## src/rtl/vga_sync_decoder_if.sv

```systemverilog
// rtl/vga_sync_decoder_if.sv - sync inputs and recovered timing outputs of the VGA sync decoder
interface vga_sync_decoder_if;
  logic        hsync;
  logic        vsync;
  logic [10:0] h_pos;
  logic [9:0]  v_pos;
  logic [9:0]  pixel_x;
  logic [8:0]  pixel_y;
  logic        video_on;
  logic        locked;
  logic        line_err;
  logic        frame_err;

  // master is the timing source; slave is the decoder
  modport master (
    output hsync, vsync,
    input  h_pos, v_pos, pixel_x, pixel_y, video_on, locked, line_err, frame_err
  );

  modport slave (
    input  hsync, vsync,
    output h_pos, v_pos, pixel_x, pixel_y, video_on, locked, line_err, frame_err
  );
endinterface

```

## src/rtl/vga_sync_decoder.sv

```systemverilog
// rtl/vga_sync_decoder.sv - VGA receive timing decoder
// Recovers h/v position, active-video window and lock status from active-low hsync/vsync.
module vga_sync_decoder #(
  parameter int H_TOTAL    = 800,
  parameter int H_SYNC     = 96,
  parameter int H_BP       = 48,
  parameter int H_ACT      = 640,
  parameter int V_TOTAL    = 525,
  parameter int V_SYNC     = 2,
  parameter int V_BP       = 33,
  parameter int V_ACT      = 480,
  parameter int LOCK_LINES = 4
) (
  input  logic              Clk,
  input  logic              reset,
  vga_sync_decoder_if.slave vid
);
  localparam int GW = $clog2(LOCK_LINES + 1);
  localparam logic [10:0]   H_LAST    = 11'(H_TOTAL - 1);
  localparam logic [10:0]   H_START   = 11'(H_SYNC + H_BP);
  localparam logic [10:0]   H_END     = 11'(H_SYNC + H_BP + H_ACT - 1);
  localparam logic [9:0]    V_LAST    = 10'(V_TOTAL - 1);
  localparam logic [9:0]    V_START   = 10'(V_SYNC + V_BP);
  localparam logic [9:0]    V_END     = 10'(V_SYNC + V_BP + V_ACT - 1);
  localparam logic [GW-1:0] GOOD_LAST = GW'(LOCK_LINES - 1);

  typedef enum logic [1:0] {SEARCH, HCOUNT, VWAIT, LOCKED} state_t;

  state_t        state, state_nxt;
  logic          hs_q, vs_q, hs_prev, vs_prev;
  logic [10:0]   h_cnt, h_nxt;
  logic [9:0]    v_cnt, v_nxt;
  logic [GW-1:0] good_cnt, good_nxt;
  logic          bad_pend, bad_nxt;
  logic          hfall, vfall, hwrap, hline;
  logic          good_line, bad_line, frame_bad;
  logic          line_err_nxt, frame_err_nxt;
  logic          lock_nxt, video_nxt;
  logic [9:0]    px_nxt;
  logic [8:0]    py_nxt;
  logic          lock_q, video_q, line_err_q, frame_err_q;
  logic [9:0]    px_q;
  logic [8:0]    py_q;

  // Sync inputs idle high, so the flops reset to 1 to avoid a false edge after reset.
  always_ff @(posedge Clk or posedge reset) begin
    if (reset) begin
      hs_q    <= 1'b1;
      vs_q    <= 1'b1;
      hs_prev <= 1'b1;
      vs_prev <= 1'b1;
    end else begin
      hs_q    <= vid.hsync;
      vs_q    <= vid.vsync;
      hs_prev <= hs_q;
      vs_prev <= vs_q;
    end
  end

  assign hfall     = hs_prev & ~hs_q;
  assign vfall     = vs_prev & ~vs_q;
  assign hwrap     = (h_cnt == H_LAST) & ~hfall;
  assign hline     = hfall | hwrap;
  assign good_line = hfall & (h_cnt == H_LAST);
  assign bad_line  = (hfall & (h_cnt != H_LAST)) | hwrap;
  assign frame_bad = (vfall & (v_cnt != V_LAST)) | (hline & ~vfall & (v_cnt == V_LAST));

  always_comb begin
    h_nxt = h_cnt + 11'd1;
    if (hfall || h_cnt == H_LAST)
      h_nxt = '0;
  end

  always_comb begin
    v_nxt = v_cnt;
    if (vfall)
      v_nxt = '0;
    else if (hline)
      v_nxt = (v_cnt == V_LAST) ? 10'd0 : v_cnt + 10'd1;
  end

  always_comb begin
    state_nxt     = state;
    good_nxt      = good_cnt;
    bad_nxt       = bad_pend;
    line_err_nxt  = 1'b0;
    frame_err_nxt = 1'b0;
    unique case (state)
      SEARCH: begin
        bad_nxt = 1'b0;
        if (hfall) begin
          state_nxt = HCOUNT;
          good_nxt  = '0;
        end
      end
      HCOUNT: begin
        if (bad_line) begin
          good_nxt = '0;
        end else if (good_line) begin
          good_nxt = good_cnt + GW'(1);
          if (good_cnt == GOOD_LAST)
            state_nxt = VWAIT;
        end
      end
      VWAIT: begin
        if (bad_line) begin
          state_nxt = SEARCH;
        end else if (vfall) begin
          state_nxt = LOCKED;
          bad_nxt   = 1'b0;
        end
      end
      LOCKED: begin
        // One bad line is tolerated; a second before any good line drops lock.
        if (bad_line) begin
          line_err_nxt = 1'b1;
          bad_nxt      = 1'b1;
          if (bad_pend)
            state_nxt = SEARCH;
        end else if (good_line) begin
          bad_nxt = 1'b0;
        end
        if (frame_bad) begin
          frame_err_nxt = 1'b1;
          state_nxt     = SEARCH;
        end
      end
      default: state_nxt = SEARCH;
    endcase
  end

  // Outputs are derived from next-state counters so they line up with h_pos/v_pos.
  always_comb begin
    lock_nxt  = (state_nxt == LOCKED);
    video_nxt = lock_nxt &
                (h_nxt >= H_START) & (h_nxt <= H_END) &
                (v_nxt >= V_START) & (v_nxt <= V_END);
    px_nxt    = video_nxt ? 10'(h_nxt - H_START) : 10'd0;
    py_nxt    = video_nxt ? 9'(v_nxt - V_START) : 9'd0;
  end

  always_ff @(posedge Clk or posedge reset) begin
    if (reset) begin
      state       <= SEARCH;
      good_cnt    <= '0;
      bad_pend    <= 1'b0;
      h_cnt       <= '0;
      v_cnt       <= '0;
      px_q        <= '0;
      py_q        <= '0;
      video_q     <= 1'b0;
      lock_q      <= 1'b0;
      line_err_q  <= 1'b0;
      frame_err_q <= 1'b0;
    end else begin
      state       <= state_nxt;
      good_cnt    <= good_nxt;
      bad_pend    <= bad_nxt;
      h_cnt       <= h_nxt;
      v_cnt       <= v_nxt;
      px_q        <= px_nxt;
      py_q        <= py_nxt;
      video_q     <= video_nxt;
      lock_q      <= lock_nxt;
      line_err_q  <= line_err_nxt;
      frame_err_q <= frame_err_nxt;
    end
  end

  assign vid.h_pos     = h_cnt;
  assign vid.v_pos     = v_cnt;
  assign vid.pixel_x   = px_q;
  assign vid.pixel_y   = py_q;
  assign vid.video_on  = video_q;
  assign vid.locked    = lock_q;
  assign vid.line_err  = line_err_q;
  assign vid.frame_err = frame_err_q;
endmodule

```

## src/flat_wrapper.sv

```systemverilog
// flat-port wrapper written by rule: the top's interface ports become plain ports
module vga_sync_decoder_flat 
#(
  parameter int H_TOTAL    = 800,
  parameter int H_SYNC     = 96,
  parameter int H_BP       = 48,
  parameter int H_ACT      = 640,
  parameter int V_TOTAL    = 525,
  parameter int V_SYNC     = 2,
  parameter int V_BP       = 33,
  parameter int V_ACT      = 480,
  parameter int LOCK_LINES = 4
)
  (Clk, reset, vid_hsync, vid_vsync, vid_h_pos, vid_v_pos, vid_pixel_x, vid_pixel_y, vid_video_on, vid_locked, vid_line_err, vid_frame_err);
  vga_sync_decoder_if vid_i ();
  input  logic Clk;
  input  logic reset;
  input wire logic [$bits(vid_i.hsync)-1:0] vid_hsync;
  input wire logic [$bits(vid_i.vsync)-1:0] vid_vsync;
  output wire logic [$bits(vid_i.h_pos)-1:0] vid_h_pos;
  output wire logic [$bits(vid_i.v_pos)-1:0] vid_v_pos;
  output wire logic [$bits(vid_i.pixel_x)-1:0] vid_pixel_x;
  output wire logic [$bits(vid_i.pixel_y)-1:0] vid_pixel_y;
  output wire logic [$bits(vid_i.video_on)-1:0] vid_video_on;
  output wire logic [$bits(vid_i.locked)-1:0] vid_locked;
  output wire logic [$bits(vid_i.line_err)-1:0] vid_line_err;
  output wire logic [$bits(vid_i.frame_err)-1:0] vid_frame_err;
  assign vid_i.hsync = vid_hsync;
  assign vid_i.vsync = vid_vsync;
  assign vid_h_pos = vid_i.h_pos;
  assign vid_v_pos = vid_i.v_pos;
  assign vid_pixel_x = vid_i.pixel_x;
  assign vid_pixel_y = vid_i.pixel_y;
  assign vid_video_on = vid_i.video_on;
  assign vid_locked = vid_i.locked;
  assign vid_line_err = vid_i.line_err;
  assign vid_frame_err = vid_i.frame_err;
  vga_sync_decoder #(.H_TOTAL(H_TOTAL), .H_SYNC(H_SYNC), .H_BP(H_BP), .H_ACT(H_ACT), .V_TOTAL(V_TOTAL), .V_SYNC(V_SYNC), .V_BP(V_BP), .V_ACT(V_ACT), .LOCK_LINES(LOCK_LINES)) u_core (.Clk(Clk), .reset(reset), .vid(vid_i));
endmodule
```

## config.mk

```make
export PLATFORM = sky130hd
export DESIGN_NAME = vga_sync_decoder_flat
export DESIGN_NICKNAME = d
export VERILOG_FILES = /design/src/rtl/vga_sync_decoder_if.sv /design/src/rtl/vga_sync_decoder.sv /design/src/flat_wrapper.sv
export SDC_FILE = /design/constraint.sdc
export NUM_CORES = 1
export LEC_CHECK = 0
export CAP_MARGIN = 20
export CORE_ASPECT_RATIO = 1.1
export CORE_MARGIN = 3
export CORE_UTILIZATION = 59
export DETAILED_ROUTE_END_ITERATION = 12
export PLACE_DENSITY_LB_ADDON = 0.3
export SYNTH_ARGS = -nofsm -noshare
export SYNTH_HDL_FRONTEND = slang
export SYNTH_SLANG_ARGS = --single-unit
```

## constraint.sdc

```tcl
create_clock -name Clk -period 10.5 [get_ports Clk]
set_input_delay 1.05 -clock Clk [delete_from_list [all_inputs] [get_ports Clk]]
set_output_delay 1.05 -clock Clk [all_outputs]
set_load 0.02 [all_outputs]
```

After elaboration in Yosys (flattened, before gate mapping)
Index checks and enable logic that the tools add are counted.

word-level totals
  register bits = 54
  bits of input ports = 4
  output and inout bits = 44
  logic and storage cells = 92

operators by class
  $add $sub $neg = 5
  $lt $le $gt $ge = 4
  equal/unequal tests = 14
  mux-type cells = 29
  bitwise logic cells = 19
  reductions and logical operators = 6

operators with widths
  operator                                                            count
  2-to-1 mux 10 bit                                                   4
  2-to-1 mux 2 bit                                                    9
  AND 1 bit                                                           12
  adder 11 x 1 -> 11 bit, second input constant                       1
  equality test 11 x 10 -> 1 bit, second input constant               1
  greater-or-equal comparator 11 x 8 -> 1 bit, second input constant  1
  less-or-equal comparator 11 x 10 -> 1 bit, second input constant    1
  2-to-1 mux 11 bit                                                   1
  inequality test 11 x 10 -> 1 bit, second input constant             1
  adder 10 x 1 -> 10 bit, second input constant                       1
  equality test 10 bit, second input constant                         1
  greater-or-equal comparator 10 x 6 -> 1 bit, second input constant  1
  less-or-equal comparator 10 bit, second input constant              1
  inequality test 10 bit, second input constant                       1
  subtractor 10 x 8 -> 10 bit, second input constant                  1
  2-to-1 mux 3 bit                                                    3
  2-to-1 mux 9 bit                                                    1
  subtractor 9 x 6 -> 9 bit, second input constant                    1
  2-to-1 mux 1 bit                                                    8
  case mux 2 bit (4 select lines)                                     1
  equality test 2 bit, second input constant                          3
  inequality test 3 x 1 -> 1 bit, second input constant               2
  case mux 3 bit (2 select lines)                                     1
  inequality test 2 x 1 -> 1 bit, second input constant               2
  13 further kinds                                                    18

Logic depth before layout (Yosys ltp)
  word-level depth = 16
  mapped depth = 17
  mapped depth without buffers = 13

Worst setup path before layout
Ideal clock, no wire load.

  path kind = register to register
  start point = register u_core.h_cnt[1], in the netlist u_core.vid.h_pos[1]
  end point = register u_core.py_q[3], in the netlist u_core.vid.pixel_y[3]
  setup time = 0.138 ns
  arrival = 3.780 ns
  data required time = 10.362 ns
  setup slack = 6.582 ns
  cell stages (with the launch flop) = 17
  path buffers = 4
  clock period less this slack = 3.918 ns
  cell sequence = dfrtp_1 ha_1 buf_2 nand3_1 or2_2 or4_1 ha_1 buf_2 o21ai_2 buf_4 nor2_1 ha_1 o32ai_2 a21boi_1 o22ai_2 buf_4 a211oi_1

on the way
  elaborated cells on any way between the ends = 32
  those cells by class = add/sub: 2; order compare: 4; eq/ne: 3; mux: 10; bitwise: 12; reduce/logical: 1

RTL lines
  element                                      line                     text
  start, declared                              vga_sync_decoder.sv:31   logic [10:0] h_cnt, h_nxt;
  start signal, assigned                       vga_sync_decoder.sv:159  h_cnt <= h_nxt;
  equality test 11 x 10 -> 1 bit *             vga_sync_decoder.sv:62   assign hwrap = (h_cnt == H_LAST) & ~hfall;
  AND 1 bit *                                  vga_sync_decoder.sv:62
  OR 1 bit *                                   vga_sync_decoder.sv:63   assign hline = hfall | hwrap;
  2-to-1 mux 10 bit *                          vga_sync_decoder.sv:78   else if (hline)
  2-to-1 mux 10 bit *                          vga_sync_decoder.sv:76   if (vfall)
  via u_core.v_nxt[1]                          vga_sync_decoder.sv:32   logic [9:0] v_cnt, v_nxt;
  greater-or-equal comparator 10 x 6 -> 1 bit  vga_sync_decoder.sv:137  (v_nxt >= V_START) & (v_nxt <= V_END);
  AND 1 bit                                    vga_sync_decoder.sv:136  (h_nxt >= H_START) & (h_nxt <= H_END) &
  AND 1 bit                                    vga_sync_decoder.sv:137
  2-to-1 mux 9 bit *                           vga_sync_decoder.sv:139  py_nxt = video_nxt ? 9'(v_nxt - V_START) : 9'd0;
  via u_core.py_nxt[3]                         vga_sync_decoder.sv:40   logic [8:0] py_nxt;
  end signal, assigned                         vga_sync_decoder.sv:162  py_q <= py_nxt;
  end, declared                                vga_sync_decoder.sv:43   logic [8:0] py_q;

Mark *: on every way through the listed nets, which the timed path passes. The rest lies on a longest branch.
A chain may end at the register's enable or synchronous reset.

Final worst setup path
  start point = register u_core.h_cnt[0], in the netlist u_core.vid.h_pos[0]
  end point = register u_core.py_q[8], in the netlist u_core.vid.pixel_y[8]

The elaborated chain is that of the path after synthesis.

==> impl_metrics.csv <==
group,metric,value,unit
synthesis,ys.flop_type,"dfrtp_1",
synthesis,synth_top_family_by_area,"simple AND/OR/NAND/NOR gates",
setup_path,critPathCaptureType,"flop",
synthesis,yosys_register_bits,54,
global_route,track_usage,0.223,
synthesis,synth.distinct_cells,71,
sta,setup_tns,0,ps
die,initial_utilization,0.628,
global_route,grt_pass1_vias,2430,
synthesis,synth.area.mux_share,0.0131,
die,dieArea,6430,µm²
clocking,cts_setup_buffers,0,
setup_path,cp-start-kind,"flop",
setup_path,rrSetupSlack,5580,ps
synthesis,yosysTopAreaCellShare,0.386,
cells_and_area,multiInputGateArea,1730,µm²
synthesis,yosys.area_share.adder,0.0501,
global_route,grt_pass1_wl,11700,µm
setup_path,r2r-start,"u_core.vid.h_pos[0]",
cells_and_area,seqCellArea,1360,µm²
sta,rsz0062_at_grt,"false",
route,num_vias,2570,
die,die_x,76.7,µm
cells_and_area,nets,374,
synthesis,avgSynthCellArea,10.3,µm²
sta,worst_clock_skew,7.81,ps
synthesis,synth_fp_nets,333,
global_route,grt_max_degree,55,
route,dr.pass1.iters,5,
setup_path,r2r_end,"u_core.vid.pixel_y[8]",
sta,setup_viol,0,
run,drv_cap,0,
min_path,holdPathEnd,"u_core.hs_prev",
sta,relSlewSlack,0.530,
route,postRouteAntennaNets,0,
placed_design,finalWeightedCongestion,0.983,
placed_design,preCtsSetupSlack,5630,ps
route,post_drt_wl_per_cell,16.2,µm
clocking,clk_pin_slew_worst_paths,100,ps
die,ios,48,
setup_path,cp-startpoint,"u_core.vid.h_pos[0]",
synthesis,synth_compound_area_frac,0.136,
global_route,grt_overflow,0,
placed_design,dp_hpwl,5000,µm
min_path,hp-class,"flop to flop",
route,via_per_inst,5.98,
setup_path,worstPathRequired,10660,ps
min_path,hold_start,"u_core.hs_q",
clocking,clock_latency,310,ps
sta,fin_ws,5580,ps
synthesis,ys_top_cells_by_count,"dfrtp_1 (50), nor2_1 (28), xnor2_1 (18)",
sta,fmax,203,MHz
synthesis,synth-async-reset-ratio,1.00,
pwr,p_leak,1.60,nW
clocking,cts_resized,0,
pwr,power.density,123,nW/µm²
die,placementRows,27,
synthesis,yosysSeqAreaShare,0.418,
global_route,antenna_found_initial,0,
synthesis,synthSimpleGateAreaFrac,0.264,
setup_path,r2r_cells,13,
clocking,clock_path_buffers,2,
sta,period_needed,4920,ps
cells_and_area,nFillCells,369,
synthesis,yosysWarningCount,0,
synthesis,synth_area_leaders,"dfrtp_1 (39%), ha_1 (5.0%), xnor2_1 (4.9%), dfstp_2 (3.2%), nor2_1 (3.2%)",
synthesis,synth-xor-area-share,0.0702,
clocking,cts_hold_buf,0,
setup_path,critPathKind,"flop to flop",
cells_and_area,layout-drive-gt1-share,0.134,
setup_path,crit_fanout,14,
setup_path,crit_arrival,5080,ps
clocking,cts.sinks,54,
cells_and_area,syn2layout_area_growth,18.2,%
cells_and_area,antenna_cells,0,
route,drt_iter0_drc,241,
sta,finalCritPeriodShare,0.469,
clocking,cts_buffers,5,
route,wl,6980,µm
min_path,min_path_cells,0,
clocking,root_buffer,"clkbuf_8",
die,core,5170,µm²
sta,final-hold-violation-count,0,
synthesis,synth.most_common_cell,"dfrtp_1",
synthesis,synth_top_cell_by_area,"dfrtp_1",
synthesis,syn_inst,316,
sta,tightest_slew,702,ps
route,drc,0,
sta,slew_viol_final,0,
placed_design,io_buffers,47,
run_status,status,"completed",
die,die_h,83.8,µm
pwr,ir_worst_vdd,0.0000711,V
clocking,cts_tree,"built",
synthesis,synth_enable_flop_cells,0,
synthesis,synth_area,3240,µm²
clocking,h-tree-depth,2,
-- layer usage --
| metal | wire [µm] | vias up | GRT usage |
|---|---|---|---|
| met5 | 0 | - | 0 |
| met4 | 112 | 0 | 0.0626 |
| met3 | 425 | 14 | 0.0443 |
| met2 | 3380 | 95 | 0.363 |
| met1 | 3060 | 1253 | 0.303 |
| li1 | - | 1208 | - |
-- cell families after synthesis --
kind of cell,after synthesis
AND/OR/NAND/NOR,134
AO/OA/AOI/OAI,54
buffers and inverters,31
XOR/XNOR,26
adder cells (fa/ha/maj),13
flip-flops,54
multiplexers,4
-- flip-flops by register name, indices dropped and copies added, names as in the netlist --
| register | count |
|---|---|
| u_core.bad_pend | 1 |
| u_core.good_cnt | 3 |
| u_core.hs_prev | 1 |
| u_core.hs_q | 1 |
| u_core.state | 2 |
| u_core.vid.frame_err | 1 |
| u_core.vid.h_pos | 11 |
| u_core.vid.line_err | 1 |
| u_core.vid.locked | 1 |
| u_core.vid.pixel_x | 10 |
| u_core.vid.pixel_y | 9 |
| u_core.vid.v_pos | 10 |
| u_core.vid.video_on | 1 |
| u_core.vs_prev | 1 |
| u_core.vs_q | 1 |
-- cell usage in the layout, fill, tap and decap left out, types with 10 or more instances in the layout --
cell and n:
ha_1 13, nand2_1 15, xnor2_1 18, nor2_1 28, inv_1 14, nor3_1 11, dfrtp_1 50, o21ai_0 10
nand3_1 10, clkdlybuf4s50_1 47
-- cell type report --
class                           count  share of cell area
Sequential cell                    54               0.354
Clock buffer                        6              0.0189
Timing Repair Buffer               49               0.132
Inverter                           16              0.0157
Multi-Input combinational cell    231               0.452
Tap cell                           72              0.0235
Clock inverter                      2             0.00457
-- critical path: stages (launching register included) --
cell and delay, ps:
dfrtp_1 540, ha_1 420, nand3_1 200, or2_2 300
or4_1 540, ha_1 390, o21ai_2 580, nor2_1 190
ha_1 260, o32ai_2 360, a21boi_1 140, o22ai_2 570
buf_8 240, a211oi_1 60
-- stage by stage --
step,area [µm²],utilization,hold slack [ps],power (mW),cells
after detailed placement,3720,0.720,360,0.355,421
after global routing,3830,0.742,384,0.497,430
after global placement,3710,0.718,356,0.350,420
after CTS,3810,0.738,375,0.474,429
final,3830,0.742,371,0.473,430
after floorplan,3240,-,351,0.318,316
-- power by group --
| part | switching (mW) | leakage (nW) | internal [mW] |
|---|---|---|---|
| registers | 0.0221 | 0.725 | 0.222 |
| logic | 0.0615 | 0.834 | 0.0467 |
| clock network | 0.0719 | 0.0458 | 0.0486 |
-- worst max-delay path by stage --
| stage | to | slack (ps) | cells after the start |
|---|---|---|---|
| after floorplan | u_core.vid.pixel_y[3] | 6580 | 16 |
| after global placement | u_core.vid.pixel_x[2] | 5580 | 12 |
| after detailed placement | u_core.vid.pixel_y[8] | 5630 | 13 |
| after CTS | u_core.vid.pixel_y[8] | 5610 | 13 |
| after global routing | u_core.vid.pixel_y[6] | 5250 | 13 |
| final | u_core.vid.pixel_y[8] | 5580 | 13 |
No activity file was read; power rests on OpenSTA's default activity.
